[config.mk]
export PLATFORM = sky130hd
export DESIGN_NAME = wb_arbiter
export DESIGN_NICKNAME = d
export VERILOG_FILES = /design/src/rtl/wb_arbiter.sv
export SDC_FILE = /design/constraint.sdc
export NUM_CORES = 1
export LEC_CHECK = 0
export ABC_AREA = 1
export BUFFER_PORTS_ARGS = -buffer_cell sky130_fd_sc_hd__buf_2
export CAP_MARGIN = 20
export CELL_PAD_IN_SITES_DETAIL_PLACEMENT = 1
export CELL_PAD_IN_SITES_GLOBAL_PLACEMENT = 1
export CORE_ASPECT_RATIO = 1.25
export CORE_MARGIN = 1.5
export CORE_UTILIZATION = 27
export DETAILED_ROUTE_END_ITERATION = 8
export PLACE_DENSITY_LB_ADDON = 0.1
export SYNTH_ARGS = -nofsm -noshare
export SYNTH_HDL_FRONTEND = slang
export SYNTH_SLANG_ARGS = --single-unit
[constraint.sdc]
create_clock -name clk -period 1.3 [get_ports clk]
set_input_delay 0.065 -clock clk [delete_from_list [all_inputs] [get_ports clk]]
set_output_delay 0.065 -clock clk [all_outputs]
set_load 0.005 [all_outputs]
[src/rtl/wb_arbiter.sv]
// Write-back arbiter with destination scoreboard: round-robin between ALU and load
// write-back, tracks pending-write registers and stalls WAW claims.
module wb_arbiter #(
  parameter int DATA_W = 16,
  parameter int NREG   = 8,
  localparam int AW    = $clog2(NREG)
) (
  input  logic              clk,
  input  logic              rst,
  input  logic              iss_valid,
  input  logic [AW-1:0]     iss_rd,
  output logic              iss_ready,
  input  logic              alu_valid,
  input  logic [AW-1:0]     alu_rd,
  input  logic [DATA_W-1:0] alu_data,
  output logic              alu_ready,
  input  logic              ld_valid,
  input  logic [AW-1:0]     ld_rd,
  input  logic [DATA_W-1:0] ld_data,
  output logic              ld_ready,
  output logic              rd_we,
  output logic [AW-1:0]     rd,
  output logic [DATA_W-1:0] rd_data,
  output logic [NREG-1:0]   busy,
  output logic              err
);

  logic [NREG-1:0]   busy_r;
  logic              err_r;
  logic              last_alu_r;
  logic              rd_we_r;
  logic [AW-1:0]     rd_r;
  logic [DATA_W-1:0] rd_data_r;

  logic              alu_gnt_s;
  logic              ld_gnt_s;
  logic              iss_gnt_s;
  logic              wb_acc_s;
  logic              wb_write_s;
  logic              contended_s;
  logic [AW-1:0]     wb_rd_s;
  logic [DATA_W-1:0] wb_data_s;
  logic [NREG-1:0]   busy_nxt_s;
  logic              err_nxt_s;

  // Grant selection, claim acceptance and scoreboard next-state.
  always_comb begin
    alu_gnt_s   = 1'b0;
    ld_gnt_s    = 1'b0;
    iss_gnt_s   = 1'b0;
    contended_s = 1'b0;
    wb_rd_s     = {AW{1'b0}};
    wb_data_s   = {DATA_W{1'b0}};
    busy_nxt_s  = busy_r;
    err_nxt_s   = err_r;

    if (rst) begin
      alu_gnt_s = 1'b0;
      ld_gnt_s  = 1'b0;
      iss_gnt_s = 1'b0;
    end else begin
      contended_s = alu_valid & ld_valid;
      // On contention the pointer names the last winner; the other side goes now.
      if (contended_s) begin
        alu_gnt_s = ~last_alu_r;
        ld_gnt_s  = last_alu_r;
      end else begin
        alu_gnt_s = alu_valid;
        ld_gnt_s  = ld_valid;
      end
      iss_gnt_s = iss_valid & ((iss_rd == {AW{1'b0}}) | ~busy_r[iss_rd]);
    end

    if (ld_gnt_s) begin
      wb_rd_s   = ld_rd;
      wb_data_s = ld_data;
    end else begin
      wb_rd_s   = alu_rd;
      wb_data_s = alu_data;
    end

    wb_acc_s   = alu_gnt_s | ld_gnt_s;
    wb_write_s = wb_acc_s & (wb_rd_s != {AW{1'b0}});

    // Clear before set: a same-register claim is already refused by busy, so
    // the only overlap is an erroneous write-back racing a legal claim.
    if (wb_write_s) begin
      busy_nxt_s[wb_rd_s] = 1'b0;
      if (!busy_r[wb_rd_s]) begin
        err_nxt_s = 1'b1;
      end else begin
        err_nxt_s = err_r;
      end
    end else begin
      busy_nxt_s = busy_r;
    end

    if (iss_gnt_s && (iss_rd != {AW{1'b0}})) begin
      busy_nxt_s[iss_rd] = 1'b1;
    end else begin
      busy_nxt_s[0] = 1'b0;
    end
    busy_nxt_s[0] = 1'b0;
  end

  // State registers: scoreboard, sticky error, round-robin pointer, write port.
  always_ff @(posedge clk) begin
    if (rst) begin
      busy_r     <= {NREG{1'b0}};
      err_r      <= 1'b0;
      last_alu_r <= 1'b1;
      rd_we_r    <= 1'b0;
      rd_r       <= {AW{1'b0}};
      rd_data_r  <= {DATA_W{1'b0}};
    end else begin
      busy_r  <= busy_nxt_s;
      err_r   <= err_nxt_s;
      rd_we_r <= wb_write_s;
      if (contended_s) begin
        last_alu_r <= alu_gnt_s;
      end
      if (wb_write_s) begin
        rd_r      <= wb_rd_s;
        rd_data_r <= wb_data_s;
      end
    end
  end

  assign iss_ready = iss_gnt_s;
  assign alu_ready = alu_gnt_s;
  assign ld_ready  = ld_gnt_s;
  assign rd_we     = rd_we_r;
  assign rd        = rd_r;
  assign rd_data   = rd_data_r;
  assign busy      = busy_r;
  assign err       = err_r;

endmodule
## Word level (Yosys, flattened, before mapping)

Cells that the tools add are included.

| storage, ports and cells | value |
|---|---|
| flip-flop bits (word level) | 30 |
| output and inout port bits | 32 |

| operators by class | value |
|---|---|
| $lt $le $gt $ge | 4 |
| multiplexer cells | 18 |
| bitwise gates (word level) | 11 |
| reductions and logical operators | 7 |

Operator list:

| operator | number |
|---|---|
| $mux 16 | 1 |
| $mux 1 | 10 |
| $and 8x8->8 | 1 |
| $lt 3x4->1 const B | 2 |
| $mux 8 | 1 |
| $not 8->8 | 1 |
| $or 8x8->8 | 1 |
| $mux 7 | 1 |
| $bmux 1 s3 | 2 |
| $demux 1 s3 | 2 |
| $ge 3x1->1 const B | 2 |
| $reduce_bool 3->1 | 2 |
| $and 1x1->1 | 3 |
| $logic_and 1x1->1 | 3 |
| $logic_not 3->1 | 1 |
| $mux 3 | 1 |
| $not 1->1 | 3 |
| $or 1x1->1 | 2 |
| $reduce_and 2->1 | 1 |

## Depth between registers and ports, before layout

Gate-level depths: netlist (run 1).

| depth | value |
|---|---|
| word-level depth | 13 |
| mapped depth | 13 |
| mapped depth without buffers | 12 |

## Worst setup path after synthesis (run 1)

No wires, ideal clock.

| timing path | value |
|---|---|
| kind | reg2reg |
| start point | register last_alu_r |
| end point | register rd_data_r[0] (netlist: rd_data[0]) |
| setup time | 0.116 ns |
| arrival | 1.298 ns |
| setup slack | -0.114 ns |
| cell stages (with the launch flop) | 11 |
| path through | dfxtp_1 -> inv_1 -> nand3_2 -> nand2_2 -> nand2_1 -> nand2_2 -> nand2_1 -> nand2_2 -> nand2_4 -> buf_4 -> o211a_1 |

| between the ends | value |
|---|---|
| longest elaborated chain between the ends | 5 |

Ends and longest elaborated chain:

| element | RTL line | RTL |
|---|---|---|
| start, declared | 30 | `logic last_alu_r;` |
| start signal, assigned | 120 | `last_alu_r <= alu_gnt_s;` |
| $mux 1 / $not 1->1 (equally long branches) | 64, 65 |  |
| $mux 1, on equally long branches | 57, 64 |  |
| $mux 3 / $mux 1 (equally long branches) | 74, 57 |  |
| $reduce_bool 3->1 / $or 1x1->1 (equally long branches) | 83, 82 |  |
| $and 1x1->1 | 83 | `wb_write_s = wb_acc_s & (wb_rd_s != {AW{1'b0}});` |
| end signal, assigned | 114 | `rd_data_r <= {DATA_W{1'b0}};` |
| end signal, assigned | 124 | `rd_data_r <= wb_data_s;` |
| end, declared | 33 | `logic [DATA_W-1:0] rd_data_r;` |

Parallel ways exist; a longest one is shown, timed or not.
A chain may end at the register's enable or synchronous reset.

## Worst setup path after layout (run 1)

| timing path | value |
|---|---|
| start point | register last_alu_r |
| end point | register rd_data_r[14] (netlist: rd_data[14]) |

The elaborated chain is that of the path after synthesis.

==> results of run 1 <==
==> routing by layer <==
layer / wire (µm) / vias to the layer above / part of all wire [%] / track usage [%]
met3: 266 / 5 / 4.6 / 3.42
li1: - / 995 / - / -
met1: 2240 / 916 / 38 / 20.9
met4: 70 / 0 / 1.2 / 6.69
met2: 3250 / 52 / 56 / 34.8
met5: 0 / - / 0 / 0
==> cells by family after synthesis <==
family / after synthesis / synth area share, %
other: 1 / 0.238
AND/OR/NAND/NOR: 119 / 34.1
AO/OA/AOI/OAI: 43 / 19.2
buffers and inverters: 35 / 9.62
flip-flops: 29 / 36.9
==> worst paths after layout <==
| kind | start | end | slack (ps) |
|---|---|---|---|
| setup / recovery | last_alu_r$_SDFFE_PP1P_ | rd_data[14]$_SDFFE_PP0N_ | -170 |
| hold / removal | alu_data[15] | rd_data[15]$_SDFFE_PP0N_ | 120 |
| setup reg to reg | last_alu_r$_SDFFE_PP1P_ | rd_data[14]$_SDFFE_PP0N_ | -170 |
| hold reg to reg | err$_SDFFE_PP0P_ | err$_SDFFE_PP0P_ | 480 |
==> what timing repair did <==
| action | CTS | global route |
|---|---|---|
| setup endpoints to repair | 29 | 30 |
| buffers inserted | 6 | 5 |
| pin swaps | 15 | 4 |
| cloned | 3 | 2 |
| gates resized for setup | 55 | 10 |
==> critical path, stage by stage, from the launching register on <==
cell,delay (ps)
dfxtp_2,320
inv_2,60
nand3_4,110
nand2_4,140
nand2_2,70
nand2_4,80
nand2_4,70
nand2_8,100
buf_12,130
nand2_8,80
o211a_1,210
==> cells in the final DEF (no fill, tap or decap), types with 2 or more instances in the layout <==
cell type / n
buf_2: 75
nand2_1: 55
dfxtp_1: 27
buf_4: 27
nand3_1: 26
inv_1: 17
o211a_1: 16
a21oi_1: 11
nor2_1: 9
nand2_4: 8
o21ai_2: 7
clkbuf_8: 7
inv_2: 6
nand2_2: 6
buf_6: 6
o21ai_1: 5
nand4_1: 5
nand2_8: 5
nor2_4: 3
buf_12: 3
nand3b_1: 2
dfxtp_2: 2
inv_6: 2
==> power groups by stage <==
stage          Sequential (mW)  Clock (mW)  Combinational [mW]
3_3_place_gp              1.02           0               0.536
2_1_floorplan             1.03           0               0.280
4_1_cts                   1.00       0.861               0.674
3_5_place_dp              1.02           0               0.542
5_1_grt                   1.01       0.902               0.803
6_report                  1.01       0.830               0.724
==> registers in the layout, indices dropped and copies added (netlist names) <==
name / cells
err: 1
rd_data: 16
rd_we: 1
rd: 3
busy: 7
last_alu_r: 1
==> area by class of cell <==
class | count | share of cell area (%)
Tap cell | 64 | 3.02
Timing Repair inverter | 2 | 0.661
Timing Repair Buffer | 112 | 27.2
Clock inverter | 1 | 0.189
Inverter | 25 | 4.01
Multi-Input combinational cell | 166 | 39.3
Clock buffer | 7 | 3.63
Sequential cell | 29 | 22.0
==> flow_summary.yaml, run 1 <==
status:
  status: "complete, but fails checks"
  violations: "negative setup slack"
layout:
  diodes: 0
  drive_gt1_share_pct: 47.4
  finalNonFillerCells: 406
  seqCellArea_um2: 583
  synthToLayoutAreaGrowth_pct: 68.4
  fillCellCount: 722
  design_area_mm2: 0.00265
  final_nets: 387
  finish.utilization_pct: 48.0
  multi_input_area_mm2: 0.00104
setup_path:
  cp.arrival_ps: 1650
  critPathCaptureType: "register"
  crit_path_start_kind: "register"
  r2r_cells: 10
  crit_required_ps: 1480
  worst-setup-path-type: "reg2reg"
  crit_fanout: 9
synth:
  synth_area_mm2: 0.00157
  synth_ff_type: "dfxtp_1"
  ys.warnings.count: 0
  synth_top_cells_by_area: "dfxtp_1 (37%), nand2_1 (16%), o211a_1 (10%)"
  yosysSeqAreaShare_pct: 36.9
  synth-seq-cells: 29
  yosys.area.top_type: "dfxtp_1"
  synth_cell_type_count: 25
  netlist_instances: 227
  syn_area_per_cell_um2: 6.93
  synth.most_common_cell: "nand2_1"
  synth_commonest_cells: "nand2_1 (65), dfxtp_1 (29), nand3_1 (26)"
  synth_fp_nets: 273
  post-synth-top-area-fraction_pct: 36.9
  synth_edf_count: 0
  async_reset_ff_share_pct: 0
detailed_routing:
  wire_per_inst_um: 14.3
  vias_per_cell: 4.85
  drtIter0Drc: 45
  routed_wl_um: 5820
  first_pass_iters: 4
  final_antenna_net_count: 0
  num_vias: 1968
  drc: 0
timing:
  setup_total_negative_slack_ps: -3480
  finalHoldViolations: 0
  timing.hold.ws_ps: 123
  skew_ps: 4.72
  fin_crit_ps: 1470
  fmax_ghz: 0.679
  slew_viol_final: 0
  fin_crit_sh_pct: 113
  rsz0062_at_grt: "yes"
  setup_viol: 28
  setup_ws_ps: -174
pwr:
  pwr-share-seq_pct: 39.3
  sw_frac_of_total_pct: 30.2
  peakVddDrop_mv: 0.349
  p_per_area_mw_per_mm2: 965
  p_comb_share_pct: 28.3
  pwr-share-clk_pct: 32.4
  design_power_total_mw: 2.56
  switchingPower_uw: 772
  power.internal_mw: 1.79
  leakagePower_nw: 1.44
worst_hold_path:
  hold-path-cell-count: 4
  hp-class: "in2reg"
clock_tree:
  clockRootBuffer: "clkbuf_8"
  cts_tree: "done"
  cts-htree-levels: 2
  clock_path_buffers: 2
  insertion_delay_ps: 280
  cts_buffers: 5
  clock_sinks: 29
  holdBufCountCts: 0
  path_clk_slew_ps: 70
place:
  dp_hpwl_um: 3890
  port_buffers: 76
  dp.cells: 382
  routabilityCongestion: 0.768
  pre_cts_ws_ps: -260
  place_area_mm2: 0.00218
die:
  die_x_um: 71.3
  rows: 30
  die_y_um: 88.4
  initial_core_util_pct: 28.5
  dieArea_mm2: 0.00630
  pin_count: 78
  core_area_mm2: 0.00552
global_route:
  grt_antenna_before_repair: 0
  grt_max_degree: 19
  grtUsageTotal_pct: 18.6
  gr-total-overflow: 0
  grt_pass1_wl_um: 9230
  grt_pass1_vias: 1988
run:
  drv_cap: 0
No activity file was read; power rests on OpenSTA's default activity.
==> inputs of run 2 (changes only) <==
Settings changed: CAP_MARGIN 20 to unset, CORE_UTILIZATION 27 to 33.
Clock period 1.3 ns to 1.9 ns, I/O delays scaled along.
==> flow_summary.yaml, run 2 (synthesized netlist as in run 1, its figures left out) <==
clock_tree:
  clock_sinks: 29
  cts_buffers: 5
  post_cts_buffers: 0
  post_cts_resized: 0
  clock_path_buffers: 2
  cts-htree-levels: 2
  holdBufCountCts: 0
  cts_tree: "done"
  insertion_delay_ps: 280
  clockRootBuffer: "clkbuf_8"
  path_clk_slew_ps: 70
detailed_routing:
  top_layer_used: "met4"
  drc: 0
  vias_per_cell: 4.88
  num_vias: 1771
  met2_length_um: 2520
  wire_per_inst_um: 13.3
  first_pass_iters: 3
  met1Wirelength_um: 2020
  wl_met3_um: 230
  routed_wl_um: 4810
  drtIter0Drc: 48
  final_antenna_net_count: 0
pwr:
  pwr-share-clk_pct: 32.8
  power.internal_mw: 1.06
  leakagePower_nw: 1.18
  p_per_area_mw_per_mm2: 725
  design_power_total_mw: 1.51
  peakVddDrop_mv: 0.363
  pwr-share-seq_pct: 45.5
  sw_frac_of_total_pct: 30.1
  p_comb_share_pct: 21.7
  switchingPower_uw: 456
setup_path:
  crit_path_start_kind: "register"
  cp_slowest_stage_delay_ps: 350
  worst-setup-path-type: "reg2reg"
  critPathCaptureType: "register"
  r2r_cells: 10
  cp_cell_sequence: "inv_1 -> nand3_2 -> nand2_2 -> nand2_1 -> nand2_2 -> nand2_1 -> nand2_2 -> nand2_4 -> nand3_1 -> o211a_1"
  cp_slowest_cell: "dfxtp_1"
  worstReg2RegStart: "last_alu_r$_SDFFE_PP1P_"
  crit_fanout: 37
  cp.arrival_ps: 1860
  crit_required_ps: 2080
  path_depth: 10
  cpLargestDelayFamily: "simple AND/OR/NAND/NOR gates"
  setup.worst_path.start: "last_alu_r$_SDFFE_PP1P_"
  critPathCapture: "rd_data[13]$_SDFFE_PP0N_"
  cp_num_buf_inv: 1
  r2r_setup_slack_ps: 220
  reg2reg_to: "rd_data[13]$_SDFFE_PP0N_"
  critPathMostFrequentCell: "nand2_2"
timing:
  rsz0062_at_grt: "no"
  skew_ps: 4.70
  slew_viol_final: 0
  fmax_ghz: 0.594
  setup_viol: 0
  timing.hold.ws_ps: 63.0
  fin_crit_ps: 1680
  fin_crit_sh_pct: 88.6
  setup_total_negative_slack_ps: 0
  finalHoldViolations: 0
  setup_ws_ps: 216
global_route:
  gr-total-overflow: 0
  grt_pass1_wl_um: 8100
  grt_pass1_vias: 1794
  grt_antenna_before_repair: 0
  grt_max_degree: 38
  grtUsageTotal_pct: 19.7
layout:
  largest_reg_flops: 16
  final_nets: 350
  drive_gt1_share_pct: 32.1
  fillCellCount: 617
  finalNonFillerCells: 363
  synthToLayoutAreaGrowth_pct: 32.5
  final_common_cell: "buf_2"
  finish.utilization_pct: 46.4
  diodes: 0
  layout_common_cells: "buf_2 (76), nand2_1 (65), dfxtp_1 (29)"
  design_area_mm2: 0.00209
die:
  rows: 27
  pin_count: 78
  die_y_um: 80.2
  die_x_um: 64.8
  core_area_mm2: 0.00449
  dieArea_mm2: 0.00520
  initial_core_util_pct: 35.0
place:
  place_area_mm2: 0.00200
  port_buffers: 76
  dp.cells: 355
  dp_hpwl_um: 3790
  routabilityCongestion: 0.785
  pre_cts_ws_ps: 201
worst_hold_path:
  hp-class: "in2reg"
run:
  drv_cap: 0
status:
  status: "complete, no violations"
[run 2: changes by cell type in the layout (fill, tap and decap cells not counted), sizes merged]
| cell | previous run | this run |
|---|---|---|
| clkbuf | 7 | 5 |
| clkinv | 2 | 3 |
| nand2 | 74 | 71 |
| buf | 112 | 80 |
| inv | 26 | 24 |
| clkinvlp | 0 | 1 |
[run 2: area by class of cell]
cell class	count	area [µm²]	area share, %
sequential	29	581	27.8
multi-input combinational	163	842	40.4
clock inverter	3	17.5	0.840
inverter	25	93.8	4.50
tap	58	72.6	3.48
timing repair buffer	80	410	19.7
clock buffer	5	68.8	3.30
[run 2: worst min-delay path by stage]
stage / startpoint / end / slack (ps) / depth (start not counted)
finish: rst / busy[1]$_SDFF_PP0_ / 60 / 2
global route: rst / busy[1]$_SDFF_PP0_ / 70 / 2
CTS: rst / busy[1]$_SDFF_PP0_ / 50 / 2
detailed placement: rst / busy[1]$_SDFF_PP0_ / 360 / 2
global placement: rst / busy[1]$_SDFF_PP0_ / 360 / 2
floorplan: rst / iss_ready / 230 / 1
[run 2: worst register-to-register path, cell delays in order, from the launching register on]
cell     delay, ps
dfxtp_1        350
inv_1           60
nand3_2        120
nand2_2        100
nand2_1         80
nand2_2         80
nand2_1        110
nand2_2         90
nand2_4        300
nand3_1        150
o211a_1        130
[run 2: power groups by stage]
stage / logic [mW] / clock network [mW] / registers, mW
floorplan: 0.186 / 0 / 0.704
global placement: 0.327 / 0 / 0.701
detailed placement: 0.333 / 0 / 0.703
CTS: 0.334 / 0.510 / 0.689
global route: 0.375 / 0.544 / 0.694
finish: 0.328 / 0.496 / 0.688
[run 2: metal layers]
metal / GRT usage (%) / vias up
met5: 0 / -
met4: 4.47 / 0
met3: 3.92 / 7
met2: 36.9 / 42
met1: 22.6 / 811
li1: - / 911
